`src/rtl/ws2812_pkg.sv`:
```
// Shared types and constants for the WS2812 serial pixel driver.
// Pixels are 24-bit GRB words shifted out MSB first.
package ws2812_pkg;

    localparam int PIXEL_BITS    = 24;
    // GRB order: G7 is the first bit on the wire, B0 the last.
    localparam int GRB_FIRST_BIT = PIXEL_BITS - 1;

    typedef enum logic [2:0] {
        ST_IDLE,
        ST_WAIT,
        ST_HIGH,
        ST_LOW,
        ST_LATCH
    } ws_state_t;

    function automatic int max_int(input int a, input int b);
        return (a > b) ? a : b;
    endfunction

endpackage

```
`src/rtl/ws_timer.sv`:
```
// Loadable down-counter used for every timed phase of the WS2812 waveform.
// A phase of N cycles loads N-1; expired is high in the phase's final cycle.
module ws_timer #(
    parameter int W = 8
) (
    input  logic         clk,
    input  logic         rst,
    input  logic [W-1:0] load_val,
    input  logic         load,
    output logic         expired
);

    logic [W-1:0] cnt_reg;

    always_ff @(posedge clk) begin
        if (rst) begin
            cnt_reg <= '0;
        end else if (load) begin
            cnt_reg <= load_val;
        end else if (cnt_reg != '0) begin
            cnt_reg <= cnt_reg - 1'b1;
        end
    end

    assign expired = (cnt_reg == '0);

endmodule

```
`src/rtl/ws2812_stream_driver.sv`:
```
// WS2812 frame driver: buffers one pixel ahead of a 24-bit shift register and
// emits NRZ bit cells, stretching the line low while waiting for late pixels.
module ws2812_stream_driver
    import ws2812_pkg::*;
#(
    parameter int NUM_LEDS     = 6,
    parameter int T0H_CYC      = 11,
    parameter int T0L_CYC      = 46,
    parameter int T1H_CYC      = 28,
    parameter int T1L_CYC      = 29,
    parameter int TRST_CYC     = 2400,
    parameter int UNDERRUN_CYC = 600
) (
    input  logic                  clk,
    input  logic                  rst,
    input  logic                  start,
    input  logic [PIXEL_BITS-1:0] pix_data,
    input  logic                  pix_valid,
    output logic                  pix_ready,
    input  logic                  blank,
    output logic                  dout,
    output logic                  busy,
    output logic                  frame_done,
    output logic                  underrun
);

    localparam int TMAX = max_int(max_int(max_int(T0H_CYC, T0L_CYC), max_int(T1H_CYC, T1L_CYC)),
                                  max_int(TRST_CYC, UNDERRUN_CYC));
    localparam int TW   = $clog2(TMAX) + 1;
    localparam int PW   = $clog2(NUM_LEDS) + 1;
    localparam int BW   = $clog2(PIXEL_BITS);

    ws_state_t               state_reg, state_next;
    logic                    hold_full_reg;
    logic [PIXEL_BITS-1:0]   hold_data_reg;
    logic [PIXEL_BITS-1:0]   shift_reg;
    logic [BW-1:0]           bit_cnt_reg;
    logic [PW-1:0]           pix_cnt_reg;
    logic                    frame_done_reg, frame_done_next;
    logic                    underrun_reg, underrun_next;

    logic                    drain;
    logic                    timer_load;
    logic [TW-1:0]           timer_val;
    logic                    expired;
    logic                    last_bit;
    logic                    last_pixel;
    logic                    tx_bit;

    assign last_bit   = (bit_cnt_reg == BW'(PIXEL_BITS - 1));
    assign last_pixel = (pix_cnt_reg == PW'(NUM_LEDS - 1));

    always_comb begin
        state_next      = state_reg;
        drain           = 1'b0;
        frame_done_next = 1'b0;
        underrun_next   = 1'b0;
        unique case (state_reg)
            ST_IDLE: begin
                if (start) begin
                    state_next = hold_full_reg ? ST_HIGH : ST_WAIT;
                    drain      = hold_full_reg;
                end
            end
            ST_WAIT: begin
                // A pixel that lands in the timeout cycle stays buffered for the next frame.
                if (hold_full_reg) begin
                    state_next = ST_HIGH;
                    drain      = 1'b1;
                end else if (expired) begin
                    state_next    = ST_LATCH;
                    underrun_next = 1'b1;
                end
            end
            ST_HIGH: begin
                if (expired) state_next = ST_LOW;
            end
            ST_LOW: begin
                if (expired) begin
                    if (!last_bit) begin
                        state_next = ST_HIGH;
                    end else if (last_pixel) begin
                        state_next = ST_LATCH;
                    end else if (hold_full_reg) begin
                        state_next = ST_HIGH;
                        drain      = 1'b1;
                    end else begin
                        state_next = ST_WAIT;
                    end
                end
            end
            ST_LATCH: begin
                if (expired) begin
                    state_next      = ST_IDLE;
                    frame_done_next = 1'b1;
                end
            end
            default: state_next = ST_IDLE;
        endcase
    end

    // Every state change starts a fresh timed phase sized by the state being entered.
    always_comb begin
        timer_load = (state_next != state_reg);
        tx_bit     = drain ? hold_data_reg[GRB_FIRST_BIT] : shift_reg[GRB_FIRST_BIT-1];
        timer_val  = '0;
        unique case (state_next)
            ST_HIGH:  timer_val = tx_bit ? TW'(T1H_CYC - 1) : TW'(T0H_CYC - 1);
            ST_LOW:   timer_val = shift_reg[GRB_FIRST_BIT] ? TW'(T1L_CYC - 1) : TW'(T0L_CYC - 1);
            ST_WAIT:  timer_val = TW'(UNDERRUN_CYC - 1);
            ST_LATCH: timer_val = TW'(TRST_CYC - 1);
            default:  timer_val = '0;
        endcase
    end

    ws_timer #(.W(TW)) u_timer (
        .clk      (clk),
        .rst      (rst),
        .load_val (timer_val),
        .load     (timer_load),
        .expired  (expired)
    );

    always_ff @(posedge clk) begin
        if (rst) begin
            state_reg      <= ST_IDLE;
            hold_full_reg  <= 1'b0;
            hold_data_reg  <= '0;
            shift_reg      <= '0;
            bit_cnt_reg    <= '0;
            pix_cnt_reg    <= '0;
            frame_done_reg <= 1'b0;
            underrun_reg   <= 1'b0;
        end else begin
            state_reg      <= state_next;
            frame_done_reg <= frame_done_next;
            underrun_reg   <= underrun_next;

            if (drain) begin
                hold_full_reg <= 1'b0;
            end else if (pix_valid && !hold_full_reg) begin
                hold_full_reg <= 1'b1;
                hold_data_reg <= pix_data;
            end

            if (drain) begin
                shift_reg   <= hold_data_reg;
                bit_cnt_reg <= '0;
            end else if (state_reg == ST_LOW && expired && !last_bit) begin
                shift_reg   <= {shift_reg[PIXEL_BITS-2:0], 1'b0};
                bit_cnt_reg <= bit_cnt_reg + 1'b1;
            end

            if (state_reg == ST_LATCH && expired) begin
                pix_cnt_reg <= '0;
            end else if (state_reg == ST_LOW && expired && last_bit) begin
                pix_cnt_reg <= pix_cnt_reg + 1'b1;
            end
        end
    end

    assign pix_ready  = ~hold_full_reg;
    assign dout       = (state_reg == ST_HIGH) & ~blank;
    assign busy       = (state_reg != ST_IDLE);
    assign frame_done = frame_done_reg;
    assign underrun   = underrun_reg;

endmodule

```
`config.mk`:
```
export PLATFORM = sky130hd
export DESIGN_NAME = ws2812_stream_driver
export DESIGN_NICKNAME = d
export VERILOG_FILES = /design/src/rtl/ws2812_pkg.sv /design/src/rtl/ws_timer.sv /design/src/rtl/ws2812_stream_driver.sv
export SDC_FILE = /design/constraint.sdc
export NUM_CORES = 1
export LEC_CHECK = 0
export CAP_MARGIN = 20
export CORE_AREA = 2 2 119 121
export DETAILED_ROUTE_END_ITERATION = 12
export DIE_AREA = 0 0 121 123
export PLACE_DENSITY = 0.44
export RECOVER_POWER = 50
export SLEW_MARGIN = 20
export SYNTH_ARGS = -nofsm -noshare
export SYNTH_HDL_FRONTEND = slang
export SYNTH_SLANG_ARGS = --single-unit
```
`constraint.sdc`:
```
create_clock -name clk -period 3.4 [get_ports clk]
set_clock_uncertainty 0.1 [all_clocks]
set_input_delay 0.68 -clock clk [delete_from_list [all_inputs] [get_ports clk]]
set_output_delay 0.68 -clock clk [all_outputs]
set_load 0.005 [all_outputs]
```
==> results.toml, run 1 <==
[floorplanning]
num_io_pins = 34
fp.dieH_microns = 123
start_util_pct = 25.5
dieArea_sq_um = 14900
core_area_sq_um = 13600
die_w_microns = 121
rows = 43

[placement]
port_buffers = 33
placed_cells = 600
dp_hpwl_mm = 5.20
gp_congestion = 0.768

[grt]
antenna_found_initial = 0
grt_pass1_vias = 2798
overflow = 0
grt_max_degree = 47
grtUsageTotal_pct = 11.6
grt_pass1_wl_mm = 13.6

[power_and_ir_drop]
pwr-share-clk_pct = 31.7
internal_power_uw = 2010
comb_power_share_pct = 31.2
seqPwrFrac_pct = 37.0
p_switching_uw = 996
p_leak_uw = 0.00150
p_per_area_nw_per_um2 = 701
ir_worst_vdd_mv = 0.301
switching_share_pct = 33.1

[cts]
cts-root-buf = "clkbuf_16"
cts_tree = "done"
cts_hold_buf = 0
cts_made_buffers = 9
h-tree-depth = 3
cts-resized-gates = 0
post-cts-setup-buffers = 0
clk_latency_ns = 0.34
cts.sinks = 76
cts_buffer_depth = 2
clk_pin_slew_ns = 0.06

[critical_path]
critPathSlowestCell = "o32ai_1"
reg2reg_slack_ns = 0.35
cp_max_fo = 8
critical_path_class = "reg2reg"
crit_family = "compound AO/OA/AOI/OAI gates"
start_kind = "register"
critPathArrivalTime_ns = 3.13
path_cells = "inv_1 -> ha_1 -> or3b_2 -> nor4_1 -> xnor2_1 -> o221ai_1 -> o32ai_1 -> a211oi_2"
required_ns = 3.48
r2r_cells = 8
r2r-start = "u_timer.cnt_reg[0]$_SDFFE_PP0P_"
slowest_delay_ns = 0.52
critPathCaptureType = "register"
rr_endpoint = "u_timer.cnt_reg[1]$_SDFFE_PP0P_"
worst-path-buf-inv = 1

[synthesis]
yosysMostFrequentCell = "dfxtp_1"
ys_warn_count = 0
netlist_top_cells_count = "dfxtp_1 (76), nand2_1 (61), nor2_1 (42)"
ys_seq_elements = 76
synth_nets = 438
synth-edff-count = 0
synth.avg_cell_area_sq_um = 8.57
netlist_area_sq_um = 3470
synthTopCellsByArea = "dfxtp_1 (44%), mux2i_1 (6.6%), nand2_1 (6.6%)"
yosys.area.top_type = "dfxtp_1"
synth_top_area_share_pct = 43.8
dominantRegCellSynth = "dfxtp_1"
yosysUniqueCellTypes = 49
post_synth_inst_count = 405
async_reset_ff_share_pct = 0
ys_seq_area_share_pct = 43.8

[timing]
setup_viol = 0
period_share_pct = 89.7
drv_slew = 0
tightest_slew_ns = 0.868
fin_crit_ns = 3.05
max_freq_ghz = 0.328
slew_headroom_pct = 42.1
setup-tns-final_ns = 0
rsz0062_at_grt = "no"
hold_viol = 0

[final_layout]
final_core_util_pct = 31.5
nets = 464
nFillCells = 1453
final_cells = 616
n_antenna_cell = 0
drive_gt1_share_pct = 8.03
area_growth_pct = 23.5

[min_path]
min_from = "hold_data_reg[20]$_SDFFE_PP0P_"
worstHoldPathType = "reg2reg"
whs_endpoint = "hold_data_reg[20]$_SDFFE_PP0P_"
hold_depth = 2

[drt]
drcViolationCount = 0
drt_wl_total_mm = 7.88
viasPerCell = 4.61
drtAntennaViolNets = 0
post_drt_wl_per_cell_microns = 12.8
drtIter0Drc = 67
firstDrtPassIters = 7
num_vias = 2842

[status]
run_status = "completed"

[job]
timing.max_cap.violations = 0
[cells by family after synthesis]
group,synth area share (%)
xor gates and xnor gates,3.53
AOI/OAI and AO/OA,16.5
muxes,6.96
buffers and inverters,4.79
DFF,43.8
and+or+nand+nor,22.9
adders and majority gates,1.44
[worst max-delay path by stage]
| stage | start | to | cells after the start |
|---|---|---|---|
| final | u_timer.cnt_reg[0]$_SDFFE_PP0P_ | u_timer.cnt_reg[1]$_SDFFE_PP0P_ | 8 |
| after global routing | u_timer.cnt_reg[0]$_SDFFE_PP0P_ | u_timer.cnt_reg[4]$_SDFFE_PP0P_ | 8 |
| after CTS | u_timer.cnt_reg[0]$_SDFFE_PP0P_ | u_timer.cnt_reg[1]$_SDFFE_PP0P_ | 8 |
| after detailed placement | u_timer.cnt_reg[0]$_SDFFE_PP0P_ | u_timer.cnt_reg[1]$_SDFFE_PP0P_ | 8 |
| after global placement | u_timer.cnt_reg[0]$_SDFFE_PP0P_ | u_timer.cnt_reg[0]$_SDFFE_PP0P_ | 9 |
| after floorplan | u_timer.cnt_reg[0]$_SDFFE_PP0P_ | u_timer.cnt_reg[4]$_SDFFE_PP0P_ | 10 |
[worst register-to-register path, cell delays in order (launching register included)]
cell	delay, ns
dfxtp_1	0.33
inv_1	0.10
ha_1	0.27
or3b_2	0.48
nor4_1	0.39
xnor2_1	0.21
o221ai_1	0.38
o32ai_1	0.52
a211oi_2	0.12
[layout by cell type, fill, tap and decap left out, types with 10 or more instances in the layout]
| cell | instances |
|---|---|
| a211oi_1 | 24 |
| a21oi_1 | 40 |
| clkdlybuf4s50_1 | 26 |
| dfxtp_1 | 76 |
| mux2i_1 | 23 |
| nand2_1 | 61 |
| nor2_1 | 42 |
| nor3_1 | 12 |
| nor4_1 | 10 |
[through the flow]
stage / instance area, sq um / power [uW] / hold slack, ns / setup slack (ns)
floorplan: 3470 / 1850 / 0.332 / 0.575
global placement: 4000 / 2060 / 0.346 / 0.457
detailed placement: 4000 / 2070 / 0.349 / 0.372
CTS: 4300 / 3050 / 0.358 / 0.355
global route: 4290 / 3220 / 0.373 / 0.0852
finish: 4290 / 3010 / 0.355 / 0.350
[layout make-up]
class | instances | area (sq um) | share of cell area, %
clock buffers | 13 | 250 | 5.84
repair buffers | 43 | 414 | 9.66
multi-input cells | 292 | 1800 | 41.9
inverters | 9 | 33.8 | 0.788
clock inverters | 3 | 46.3 | 1.08
well taps | 180 | 225 | 5.25
flip-flops and latches | 76 | 1520 | 35.5
[power by group through the flow]
stage | Clock, uW | Combinational (uW) | Sequential (uW)
6_report | 955 | 939 | 1110
5_1_grt | 1030 | 1060 | 1130
4_1_cts | 990 | 947 | 1110
3_5_place_dp | 0 | 938 | 1130
3_3_place_gp | 0 | 930 | 1130
2_1_floorplan | 0 | 757 | 1090
[layer usage]
metal,GRT usage (%),routed length [microns],up-vias
li1,-,-,1488
met1,14.5,3790,1283
met2,18.9,3620,62
met3,3.92,358,9
met4,3.42,106,0
met5,0,0,-
(Power assumes the default switching activity.)
==> run 2: changes to the inputs <==
Clock period 3.4 ns to 3.7 ns, I/O delays scaled along.
==> run 2 against run 1 <==
- routed wire length up 1.1%
- combinational power down 7.7%
- first-iteration DRC count rose to 2.9 times the previous value
- hold slack worse by 0.0011 ns
- cell area up 0.47%
- largest cell class unchanged
- sequential cell count unchanged
- total power down 4.3%
- fmax down 2.5%
- die area unchanged
- sequential share of layout area down 0.16 points
- clock-buffer cell count down 1
- critical endpoint is now u_timer.cnt_reg[3]$_SDFFE_PP0P_
- largest power group unchanged
==> results.toml, run 2 (synthesized netlist as in run 1, its figures left out) <==
[floorplanning]
rows = 43
fp.dieH_microns = 123
num_io_pins = 34
dieArea_sq_um = 14900
core_area_sq_um = 13600
die_w_microns = 121
start_util_pct = 25.5

[grt]
grt_pass1_vias = 2911
use_met3_pct = 4.29
grtUsageTotal_pct = 11.6
busiest_layer = "met2"
grt_max_degree = 47
grt_pass1_wl_mm = 13.7
antenna_found_initial = 0
use_met1_pct = 13.9
overflow = 0
grt.met2_usage_pct = 19.2

[drt]
drcViolationCount = 0
num_vias = 2877
firstDrtPassIters = 4
drtIter0Drc = 193
drtAntennaViolNets = 0
post_drt_wl_per_cell_microns = 12.9
viasPerCell = 4.66
drt_wl_total_mm = 7.97

[cts]
cts_made_buffers = 9
cts_tree = "done"
cts.sinks = 76
cts_buffer_depth = 2
cts-resized-gates = 0
clk_pin_slew_ns = 0.06
cts-root-buf = "clkbuf_16"
h-tree-depth = 3
cts_hold_buf = 0
clk_latency_ns = 0.33
post-cts-setup-buffers = 0

[min_path]
hold_depth = 2
worstHoldPathType = "reg2reg"

[timing]
rsz0062_at_grt = "no"
max_freq_ghz = 0.320
setup_viol = 0
drv_slew = 0
setup-tns-final_ns = 0
fin_crit_ns = 3.13
tightest_slew_ns = 0.872
hold_ws_ns = 0.354
hold_viol = 0
slew_headroom_pct = 41.7
setup_slack_ns = 0.572
period_share_pct = 84.5

[critical_path]
critPathArrivalTime_ns = 3.27
slowest_delay_ns = 0.51
critPathCaptureType = "register"
r2r_cells = 9
critPathSlowestCell = "or3b_2"
start_kind = "register"
crit_family = "simple AND/OR/NAND/NOR gates"
cp_max_fo = 10
critical_path_class = "reg2reg"
crit_cells = 9
worst-path-buf-inv = 2
path_cells = "inv_1 -> ha_1 -> or3b_2 -> or4_4 -> and4_4 -> o32ai_4 -> buf_4 -> a21oi_1 -> a311oi_1"
required_ns = 3.84

[power_and_ir_drop]
ir_worst_vdd_mv = 0.227
p_per_area_nw_per_um2 = 668
p_leak_uw = 0.00151

[placement]
port_buffers = 33
placed_cells = 601
pre_cts_slack_ns = 0.593
dp_hpwl_mm = 5.31
gp_congestion = 0.804

[final_layout]
drive_gt1_share_pct = 8.24
n_antenna_cell = 0
final_cells = 617
nets = 465
area_growth_pct = 24.1
layout_common_cells = "dfxtp_1 (76), nand2_1 (61), nor2_1 (42), a21oi_1 (40), clkdlybuf4s50_1 (26)"
layout_commonest_cell = "dfxtp_1"

[job]
timing.max_cap.violations = 0

[status]
run_status = "completed"
[run 2: cell types whose count changed in the layout (fill, tap and decap cells not counted)]
cell / before / now
buf_4: 5 / 8
clkbuf_8: 1 / 0
and2_1: 0 / 1
clkinv_4: 1 / 0
buf_12: 2 / 0
and2_0: 1 / 0
bufinv_16: 1 / 3
[run 2: routing by layer]
layer,up-vias,part of all wire (%)
met5,-,0
met4,0,1.8
met3,16,4.4
met2,54,47
met1,1313,47
li1,1494,-
[run 2: power breakdown]
group,internal (uW),switching (uW),total (uW)
combinational,377,490,867
clock,659,328,987
sequential,928,95.8,1020
[run 2: layout make-up]
cell class | count | area, sq um
clock inverter | 4 | 97.6
clock buffer | 12 | 236
fill | 1492 | 9300
inverter | 9 | 33.8
timing repair buffer | 44 | 397
sequential | 76 | 1520
multi-input combinational | 292 | 1800
tap | 180 | 225
[run 2: path summary, 6_finish.rpt]
kind	from	end	slack, ns
hold / removal	hold_data_reg[19]$_SDFFE_PP0P_	hold_data_reg[19]$_SDFFE_PP0P_	0.35
hold reg to reg	hold_data_reg[19]$_SDFFE_PP0P_	hold_data_reg[19]$_SDFFE_PP0P_	0.35
setup / recovery	u_timer.cnt_reg[0]$_SDFFE_PP0P_	u_timer.cnt_reg[3]$_SDFFE_PP0P_	0.57
setup reg to reg	u_timer.cnt_reg[0]$_SDFFE_PP0P_	u_timer.cnt_reg[3]$_SDFFE_PP0P_	0.57
[run 2: worst min-delay path, stage by stage (launching register included)]
cell     delay [ns]
dfxtp_1        0.31
nand2_1        0.05
a21oi_1        0.05
[run 2: metrics by stage]
stage	util (%)	cell area, sq um	power (uW)
floorplan	-	3470	1700
global placement	29.3	3990	1900
detailed placement	29.3	3990	1910
CTS	31.7	4320	2920
global route	31.6	4310	3080
finish	31.6	4310	2880
==> run 3: changes to the inputs <==
Clock period 3.7 ns to 3.2 ns, I/O delays scaled along.
==> run 3 against run 2 <==
- clock power decreased by 3.9%
- critical path depth stayed put
- via count fell by 0.49%
- combinational power up 15%
- global-route usage decreased by 0.11 points
- cell count grew 0.65%
==> results.toml, run 3 (synthesized netlist as in run 1, its figures left out) <==
[timing]
rsz0062_at_grt = "no"
setup_viol = 0
setup-tns-final_ns = 0
max_freq_ghz = 0.342
slew_headroom_pct = 42.4
period_share_pct = 91.5
drv_slew = 0
tightest_slew_ns = 0.861
hold_viol = 0
fin_crit_ns = 2.93

[power_and_ir_drop]
pwr-share-clk_pct = 30.3
comb_power_share_pct = 32.0
ir_worst_vdd_mv = 0.276
p_per_area_nw_per_um2 = 729
p_switching_uw = 1040
seqPwrFrac_pct = 37.7
p_leak_uw = 0.00152
internal_power_uw = 2090
switching_share_pct = 33.2

[status]
run_status = "completed"

[cts]
h-tree-depth = 3
cts.sinks = 76
cts_tree = "done"
cts-resized-gates = 0
cts_made_buffers = 9
cts_buffer_depth = 2
clk_pin_slew_ns = 0.06
post-cts-setup-buffers = 0
cts_hold_buf = 0
cts-root-buf = "clkbuf_16"
clk_latency_ns = 0.33

[placement]
port_buffers = 33
gp_congestion = 0.782
placed_cell_area_sq_um = 4040
placed_cells = 606
dp_hpwl_mm = 5.29

[grt]
grt_pass1_wl_mm = 13.7
overflow = 0
use_met3_pct = 4.24
grt.met2_usage_pct = 18.8
grt_pass1_vias = 2838
busiest_layer = "met2"
grt_max_degree = 41
grtUsageTotal_pct = 11.5
use_met1_pct = 14.2
antenna_found_initial = 0

[critical_path]
worst-path-buf-inv = 2
crit_family = "simple AND/OR/NAND/NOR gates"
start_kind = "register"
critPathSlowestCell = "or3b_2"
critPathCaptureType = "register"
slowest_delay_ns = 0.51
critical_path_class = "reg2reg"
critPathArrivalTime_ns = 3.07
cp_max_fo = 16
path_cells = "inv_1 -> ha_1 -> or3b_2 -> or4_4 -> and4_4 -> o32ai_4 -> buf_4 -> a21oi_1 -> a311oi_2"
required_ns = 3.34

[drt]
drtIter0Drc = 90
num_vias = 2863
viasPerCell = 4.61
post_drt_wl_per_cell_microns = 12.6
drtAntennaViolNets = 0
drt_wl_total_mm = 7.81
firstDrtPassIters = 4
drcViolationCount = 0

[floorplanning]
start_util_pct = 25.5
dieArea_sq_um = 14900
core_area_sq_um = 13600
die_w_microns = 121
fp.dieH_microns = 123
rows = 43
num_io_pins = 34

[job]
timing.max_cap.violations = 0

[final_layout]
final_cells = 621
n_antenna_cell = 0
layout_common_cells = "dfxtp_1 (76), nand2_1 (61), nor2_1 (42), a21oi_1 (40), clkdlybuf4s50_1 (26)"
fin_area_sq_um = 4300
nets = 470
drive_gt1_share_pct = 9.52
layout_commonest_cell = "dfxtp_1"
area_growth_pct = 23.9

[min_path]
worstHoldPathType = "reg2reg"
==> run 3: power groups by stage <==
stage / combinational, uW / sequential [uW] / clock, uW
4_1_cts: 1020 / 1180 / 984
2_1_floorplan: 804 / 1160 / 0
6_report: 1000 / 1180 / 949
3_3_place_gp: 1010 / 1200 / 0
3_5_place_dp: 1010 / 1200 / 0
5_1_grt: 1150 / 1210 / 1030
==> run 3: final timing paths <==
kind                                   startpoint                              end  slack [ns]  cells past startpoint
hold / removal      hold_data_reg[2]$_SDFFE_PP0P_    hold_data_reg[2]$_SDFFE_PP0P_        0.36                      2
hold reg to reg     hold_data_reg[2]$_SDFFE_PP0P_    hold_data_reg[2]$_SDFFE_PP0P_        0.36                      2
setup reg to reg  u_timer.cnt_reg[0]$_SDFFE_PP0P_  u_timer.cnt_reg[4]$_SDFFE_PP0P_        0.27                      9
setup / recovery  u_timer.cnt_reg[0]$_SDFFE_PP0P_  u_timer.cnt_reg[4]$_SDFFE_PP0P_        0.27                      9
==> run 3: area by class of cell <==
type                            instances  area [sq um]
Timing Repair Buffer                   49           447
Clock inverter                          3          21.3
Fill cell                            1454          9310
Tap cell                              180           225
Inverter                                9          33.8
Multi-Input combinational cell        292          1800
Sequential cell                        76          1520
Clock buffer                           12           256
==> run 3: per-layer routing <==
| metal | part of all wire [%] | wire [microns] |
|---|---|---|
| met5 | 0 | 0 |
| met2 | 47 | 3670 |
| met1 | 48 | 3740 |
| met3 | 4.0 | 315 |
| met4 | 1.0 | 80 |
==> run 3: worst min-delay path: cells and delay by family, from the launching register on <==
kind,cells,cell delay [ns]
AO/OA/AOI/OAI,1,0.05
AND/OR/NAND/NOR,1,0.05
flip-flops,1,0.31
==> run 3: per-stage QoR <==
step,hold WS (ns),setup WS [ns],total power [uW],util (%)
3_5_place_dp,0.348,0.290,2220,29.6
6_report,0.355,0.274,3130,31.6
2_1_floorplan,0.332,0.375,1970,-
5_1_grt,0.377,0.0595,3390,31.6
4_1_cts,0.356,0.273,3190,31.7
3_3_place_gp,0.345,0.332,2210,29.6
